`src/rtl/async_fifo_core_pkg.sv`:
```
// Shared defaults for the FIFO slice: word width, address width and derived depth.
package async_fifo_core_pkg;
  localparam int DEFAULT_DATA_WIDTH    = 8;
  localparam int DEFAULT_ADDRESS_WIDTH = 4;
  localparam int DEPTH                 = 1 << DEFAULT_ADDRESS_WIDTH;
endpackage

```
`src/rtl/async_fifo_core_if.sv`:
```
// Producer/consumer handshake bundle; the FIFO takes the slave side.
interface async_fifo_core_if #(
  parameter int DATA_WIDTH = 8
);
  logic [DATA_WIDTH-1:0] data_in;
  logic                  wr_en;
  logic                  rd_en;
  logic [DATA_WIDTH-1:0] data_out;
  logic                  fifo_full;
  logic                  fifo_empty;

  modport master (
    output data_in, wr_en, rd_en,
    input  data_out, fifo_full, fifo_empty
  );

  modport slave (
    input  data_in, wr_en, rd_en,
    output data_out, fifo_full, fifo_empty
  );
endinterface

```
`src/rtl/async_fifo_core_fifo_mem.sv`:
```
// Simple dual-port storage: synchronous write, address-indexed combinational read.
module fifo_mem
  import async_fifo_core_pkg::*;
#(
  parameter int DATA_WIDTH    = DEFAULT_DATA_WIDTH,
  parameter int ADDRESS_WIDTH = DEFAULT_ADDRESS_WIDTH
) (
  input  logic                     clk,
  input  logic                     we,
  input  logic [ADDRESS_WIDTH-1:0] waddr,
  input  logic [DATA_WIDTH-1:0]    wdata,
  input  logic [ADDRESS_WIDTH-1:0] raddr,
  output logic [DATA_WIDTH-1:0]    rdata
);
  localparam int WORDS = 1 << ADDRESS_WIDTH;

  // Contents are deliberately not reset; the pointers define what is valid.
  logic [DATA_WIDTH-1:0] mem [WORDS];

  always_ff @(posedge clk) begin
    if (we) mem[waddr] <= wdata;
  end

  assign rdata = mem[raddr];
endmodule

```
`src/rtl/async_fifo_core.sv`:
```
// Single-clock FIFO: wrap-bit pointers, flag decode from registered pointers, registered read data.
module async_fifo_core
  import async_fifo_core_pkg::*;
#(
  parameter int DATA_WIDTH    = DEFAULT_DATA_WIDTH,
  parameter int ADDRESS_WIDTH = DEFAULT_ADDRESS_WIDTH
) (
  input logic              clk,
  input logic              rst,
  async_fifo_core_if.slave bus
);
  localparam logic [ADDRESS_WIDTH:0] PTR_ONE = {{ADDRESS_WIDTH{1'b0}}, 1'b1};

  logic [ADDRESS_WIDTH:0]  wr_ptr;
  logic [ADDRESS_WIDTH:0]  rd_ptr;
  logic [DATA_WIDTH-1:0]   rd_word;
  logic [DATA_WIDTH-1:0]   data_out_q;
  logic                    full;
  logic                    empty;
  logic                    wr_ok;
  logic                    rd_ok;

  // Flags depend only on registered pointers, never on the request inputs.
  always_comb begin
    empty = (wr_ptr == rd_ptr);
    full  = (wr_ptr[ADDRESS_WIDTH] != rd_ptr[ADDRESS_WIDTH]) &&
            (wr_ptr[ADDRESS_WIDTH-1:0] == rd_ptr[ADDRESS_WIDTH-1:0]);
    wr_ok = bus.wr_en && !full;
    rd_ok = bus.rd_en && !empty;
  end

  fifo_mem #(
    .DATA_WIDTH   (DATA_WIDTH),
    .ADDRESS_WIDTH(ADDRESS_WIDTH)
  ) u_mem (
    .clk  (clk),
    .we   (wr_ok),
    .waddr(wr_ptr[ADDRESS_WIDTH-1:0]),
    .wdata(bus.data_in),
    .raddr(rd_ptr[ADDRESS_WIDTH-1:0]),
    .rdata(rd_word)
  );

  always_ff @(posedge clk or posedge rst) begin
    if (rst) begin
      wr_ptr     <= '0;
      rd_ptr     <= '0;
      data_out_q <= '0;
    end else begin
      if (wr_ok) wr_ptr <= wr_ptr + PTR_ONE;
      if (rd_ok) begin
        rd_ptr     <= rd_ptr + PTR_ONE;
        data_out_q <= rd_word;
      end
    end
  end

  assign bus.data_out   = data_out_q;
  assign bus.fifo_full  = full;
  assign bus.fifo_empty = empty;
endmodule

```
`src/flat_wrapper.sv`:
```
// flat-port wrapper written by rule: the top's interface ports become plain ports
module async_fifo_core_flat import async_fifo_core_pkg::*;
#(
  parameter int DATA_WIDTH    = DEFAULT_DATA_WIDTH,
  parameter int ADDRESS_WIDTH = DEFAULT_ADDRESS_WIDTH
)
  (clk, rst, bus_data_in, bus_wr_en, bus_rd_en, bus_data_out, bus_fifo_full, bus_fifo_empty);
  async_fifo_core_if #(.DATA_WIDTH(DATA_WIDTH)) bus_i ();
  input logic clk;
  input logic rst;
  input wire logic [$bits(bus_i.data_in)-1:0] bus_data_in;
  input wire logic [$bits(bus_i.wr_en)-1:0] bus_wr_en;
  input wire logic [$bits(bus_i.rd_en)-1:0] bus_rd_en;
  output wire logic [$bits(bus_i.data_out)-1:0] bus_data_out;
  output wire logic [$bits(bus_i.fifo_full)-1:0] bus_fifo_full;
  output wire logic [$bits(bus_i.fifo_empty)-1:0] bus_fifo_empty;
  assign bus_i.data_in = bus_data_in;
  assign bus_i.wr_en = bus_wr_en;
  assign bus_i.rd_en = bus_rd_en;
  assign bus_data_out = bus_i.data_out;
  assign bus_fifo_full = bus_i.fifo_full;
  assign bus_fifo_empty = bus_i.fifo_empty;
  async_fifo_core #(.DATA_WIDTH(DATA_WIDTH), .ADDRESS_WIDTH(ADDRESS_WIDTH)) u_core (.clk(clk), .rst(rst), .bus(bus_i));
endmodule
```
`config.mk`:
```
export PLATFORM = sky130hd
export DESIGN_NAME = async_fifo_core_flat
export DESIGN_NICKNAME = d
export VERILOG_FILES = /design/src/rtl/async_fifo_core_pkg.sv /design/src/rtl/async_fifo_core_if.sv /design/src/rtl/async_fifo_core_fifo_mem.sv /design/src/rtl/async_fifo_core.sv /design/src/flat_wrapper.sv
export SDC_FILE = /design/constraint.sdc
export NUM_CORES = 1
export LEC_CHECK = 0
export CAP_MARGIN = 30
export CORE_MARGIN = 4
export CORE_UTILIZATION = 30
export CTS_BUF_LIST = sky130_fd_sc_hd__clkbuf_4
export CTS_CLUSTER_DIAMETER = 150
export DETAILED_ROUTE_END_ITERATION = 7
export GPL_TIMING_DRIVEN = 0
export SLEW_MARGIN = 20
export SYNTH_ARGS = -nofsm -noshare
export SYNTH_HDL_FRONTEND = slang
export SYNTH_HIERARCHICAL = 1
export SYNTH_SLANG_ARGS = --single-unit
```
`constraint.sdc`:
```
create_clock -name clk -period 2.8 [get_ports clk]
set_input_delay 0.56 -clock clk [delete_from_list [all_inputs] [get_ports clk]]
set_output_delay 0.56 -clock clk [all_outputs]
set_load 0.01 [all_outputs]
```
Word level (Yosys, flattened, before mapping):

Memories as Yosys holds them, arrays and structs flattened. A register that Yosys moved wholly into a read port is not among the register bits.
Cells that the tools add are included.

* bits in registers: 10
* bits in writable memories: 128
* input port bits: 12
* output and inout port bits: 10
* word-level logic and storage cells: 15
* memories kept: 1

* add/sub/neg operators: 2
* equality and inequality tests: 3
* multiplexer cells: 2
* reduce and logical (&&, ||, !) cells: 5

Memory list
* u_core.u_mem.mem: depth 16, bits a word 8, read ports 1, clocked after memory_dff 1, write ports 1, line async_fifo_core_fifo_mem.sv:18 `logic [DATA_WIDTH-1:0] mem [WORDS];`

Operators with widths (count)
* 5-bit by 1-bit adder with 5-bit output (second input constant): 2
* 5-bit equality test: 1
* 4-bit equality test: 1
* 1-bit logical AND: 3
* 1-bit zero test: 2
* 1-bit two-way mux: 2
* 1-bit inequality test: 1

Logic depth before layout (Yosys ltp):

* depth in word-level cells: 6
* mapped depth: 6
* depth with buffers taken out: 6

Cells and area by module:

Netlist, hierarchy kept.

Modules (own cells, without submodules)
* fifo_mem: times used 1, cells each 221, area an instance 4987.3 µm²
* async_fifo_core: times used 1, cells each 61, area an instance 847.1 µm²

Least setup slack after synthesis:

No wires, ideal clock.

* path type: register to register
* start point: register u_core.wr_ptr[1]
* end point: memory u_core.u_mem.mem[0][0] (enable)
* data arrival time: 2.123 ns
* slack: 0.294 ns
* stages on the path, launching flop included: 7
* buffers on the path: 0
* path through: dfrtp_1 -> xnor2_1 -> nand4_4 -> o21ai_1 -> inv_1 -> or3b_2 -> nor3_1

* longest elaborated chain between the ends: 6

Ends and longest elaborated chain
* start, declared: line async_fifo_core.sv:14 `logic [ADDRESS_WIDTH:0] wr_ptr;`
* start signal, assigned: line async_fifo_core.sv:50 `if (wr_ok) wr_ptr <= wr_ptr + PTR_ONE;`
* 4-bit equality test: line async_fifo_core.sv:27 `(wr_ptr[ADDRESS_WIDTH-1:0] == rd_ptr[ADDRESS_WIDTH-1:0]);`
* 1-bit logical AND: line async_fifo_core.sv:26 `full = (wr_ptr[ADDRESS_WIDTH] != rd_ptr[ADDRESS_WIDTH]) &&`
* 1-bit zero test: line async_fifo_core.sv:28 `wr_ok = bus.wr_en && !full;`
* 1-bit logical AND: line async_fifo_core.sv:28
* net u_core.wr_ok: line async_fifo_core.sv:20 `logic wr_ok;`
* 1-bit two-way mux: line async_fifo_core_fifo_mem.sv:21 `if (we) mem[waddr] <= wdata;`
* 1-bit two-way mux (not written as such): line async_fifo_core_fifo_mem.sv:21
* end, declared: line async_fifo_core_fifo_mem.sv:18

The timed path passes the listed nets, and every way through them passes these cells.

Worst setup path after layout:

* start point: register u_core.rd_ptr[4]
* end point: memory u_core.u_mem.mem[0][4] (enable)

* longest elaborated chain between the ends: 6

Ends and longest elaborated chain
* start, declared: line async_fifo_core.sv:15 `logic [ADDRESS_WIDTH:0] rd_ptr;`
* start signal, assigned: line async_fifo_core.sv:52 `rd_ptr <= rd_ptr + PTR_ONE;`
* 1-bit inequality test: line async_fifo_core.sv:26
* 1-bit logical AND: line async_fifo_core.sv:26
* 1-bit zero test: line async_fifo_core.sv:28
* 1-bit logical AND: line async_fifo_core.sv:28
* net u_core.wr_ok: line async_fifo_core.sv:20
* 1-bit two-way mux: line async_fifo_core_fifo_mem.sv:21
* 1-bit two-way mux (not written as such): line async_fifo_core_fifo_mem.sv:21

The timed path passes the listed nets, and every way through them passes these cells.

==> results.sh <==
export IMPL_synthTopCellsByArea="edfxtp_1 (66%), dfrtp_1 (7.7%), mux4_2 (6.9%)"
export IMPL_port_buffers=21
export IMPL_synth_ff_type="edfxtp_1"
export IMPL_drc=0
export IMPL_grt_pass1_vias=3029
export IMPL_synth_cell_type_count=31
export IMPL_min_path_type="primary input to asynchronous set/reset pin"
export IMPL_layout_commonest_cell="edfxtp_1"
export IMPL_vias=2843
export IMPL_boundaryPins=22
export IMPL_die_x_um=147
export IMPL_wirelength_mm=11.5
export IMPL_viasPerCell=4.70
export IMPL_grt_overflow=0
export IMPL_clk_path_buf_depth=2
export IMPL_grt_start_max_net_pins=19
export IMPL_cp_data_required_time_ns=2.96
export IMPL_clock_latency_ns=0.54
export IMPL_wire_per_inst_um=19.0
export IMPL_slew_headroom=0.329
export IMPL_core_area_mm2=0.0189
export IMPL_synth_area_mm2=0.00583
export IMPL_dp_hpwl_mm=7.38
export IMPL_worst_slack_ns=0.0373
export IMPL_p_per_area_mw_per_mm2=980
export IMPL_maxSlewViolCount=0
export IMPL_post_route_period_util=0.987
export IMPL_cts_root_buf="clkbuf_4"
export IMPL_peakVddDrop_v=0.000316
export IMPL_drive_gt1_frac=0.285
export IMPL_period_needed_ns=2.76
export IMPL_clkSinkCount=146
export IMPL_reg2reg_to="u_core/u_mem/mem[0][4]"
export IMPL_yosys_warnings=6
export IMPL_yosysTopAreaCellShare=0.659
export IMPL_startpoint_type="register"
export IMPL_die_area_mm2=0.0217
export IMPL_post_place_ws_ns=-0.195
export IMPL_cts_tree="yes"
export IMPL_arrival_ns=2.92
export IMPL_ys_seq_area_frac=0.736
export IMPL_antenna_found_initial=1
export IMPL_cp_end_kind="register"
export IMPL_synth_edf_count=128
export IMPL_cp_endpoint="u_core/u_mem/mem[0][4]"
export IMPL_synthCells=282
export IMPL_synth_nets=296
export IMPL_yosysTopAreaCell="edfxtp_1"
export IMPL_avgSynthCellArea_um2=20.7
export IMPL_setup_tns_ns=0
export IMPL_initial_core_util=0.309
export IMPL_fin_skew_ns=0.0208
export IMPL_maxCapViolations=0
export IMPL_worst_pin_slew_ns=1.00
export IMPL_area_growth_pct=16.9
export IMPL_hold_viol_final=0
export IMPL_htree_levels=4
export IMPL_ys_ff_latch=146
export IMPL_rows=50
export IMPL_detail_route_iter0_violations=187
export IMPL_reg2reg_depth=5
export IMPL_grt_pass1_wl_mm=17.6
export IMPL_outcome="finished clean"
export IMPL_die_h_um=147
export IMPL_ant_nets=0
export IMPL_fmax_ghz=0.362
export IMPL_nets=345
export IMPL_cts_buffers=17
export IMPL_cts_clk_slew_worst_paths_ns=0.12
export IMPL_critPathLaunch="u_core/rd_ptr[4]"
export IMPL_p_leak_nw=2.24
export IMPL_r2r_start="u_core/rd_ptr[4]"
export IMPL_r2r_setup_slack_ns=0.04
export IMPL_dr_pass1_iters=4
export IMPL_setup_viol=0
export IMPL_synthArstFlopShare=0.123
export IMPL_rsz0062_at_grt="yes"
export IMPL_grt_usage=0.111
export IMPL_gp_congestion=0.692
export IMPL_worstSetupPathType="register to register"
export IMPL_cts_hold_buffers=0
export IMPL_final_cell_mix="edfxtp_1 (128), clkbuf_4 (22), clkdlybuf4s50_1 (21), mux4_2 (18), a22oi_1 (16)"
export IMPL_cp_max_fo=8
-- what timing repair did --
| item | CTS | global route |
|---|---|---|
| pin swaps | 0 | 1 |
| gates resized for setup | 6 | 7 |
| endpoints found under the hold margin | 0 | 0 |
| buffers inserted | 0 | 7 |
| setup endpoints to repair | 31 | 26 |
-- per-stage QoR --
stage	instances	utilization	power (mW)	hold WS [ns]	area, um^2
CTS	596	0.357	6.67	0.478	6750
global route	605	0.361	7.04	0.547	6820
detailed placement	564	0.339	5.15	0.496	6400
floorplan	282	-	4.42	0.499	5830
finish	605	0.361	6.69	0.495	6820
global placement	563	0.337	5.08	0.493	6370
-- worst max-delay path, stage by stage, from the launching register on --
cell     delay [ns]
dfrtp_1        0.44
xnor2_1        0.37
o21ai_1        0.22
inv_1          0.15
or3b_2         0.53
nor3_2         0.67
-- routing by layer --
metal,track usage,routed length (um)
met1,0.141,5010
met2,0.185,5840
met3,0.0276,550
met4,0.0391,119
met5,0,0
-- cell type report --
class	instances	area (um^2)
fill	1796	12100
sequential	146	4300
multi-input combinational	124	1490
tap	260	325
timing repair buffer	30	278
clock buffer	22	165
clock inverter	10	160
buffer	10	86.3
inverter	2	7.51
antenna	1	2.50
-- power by group --
group	switching (mW)	total, mW	internal (mW)	leakage, nW
sequential	0.219	2.94	2.72	1.36
clock	0.714	1.47	0.759	0.170
combinational	1.15	2.28	1.13	0.705
-- state kept, by name, indices dropped and copies added (netlist names) --
register / flops
u_core/wr_ptr: 5
u_core/u_mem/mem: 128
u_core/bus.data_out: 8
u_core/rd_ptr: 5
-- Yosys cell counts (3+ instances only) --
library cell,n
edfxtp_1,128
o211ai_1,5
xnor2_1,12
nand2_1,9
nor3_1,4
a22oi_1,16
mux4_1,14
and3_1,3
buf_6,3
clkdlybuf4s25_2,3
mux2_2,10
dfrtp_1,18
buf_2,3
nor2_1,15
mux4_2,18
-- how the worst min path moves through the flow --
stage                                 startpoint                     end  slack [ns]  cells past startpoint
after floorplan                              rst  u_core/bus.data_out[0]        0.50                      1
after global placement    u_core/bus.data_out[0]  u_core/bus.data_out[0]        0.49                      1
after detailed placement  u_core/bus.data_out[0]  u_core/bus.data_out[0]        0.50                      1
after CTS                                    rst  u_core/bus.data_out[4]        0.48                      2
after global routing                         rst  u_core/bus.data_out[6]        0.55                      2
final                                        rst        u_core/rd_ptr[4]        0.50                      2
-- logic make-up after synthesis --
| kind of cell | Yosys count | synth area share |
|---|---|---|
| flops | 146 | 0.736 |
| mux | 42 | 0.152 |
| simple gates | 42 | 0.0373 |
| compound gates | 24 | 0.0322 |
| xor+xnor | 14 | 0.0223 |
| buf+inv | 12 | 0.0161 |
| fa+ha+maj | 2 | 0.00429 |
Power figures use the tool's default switching activity.
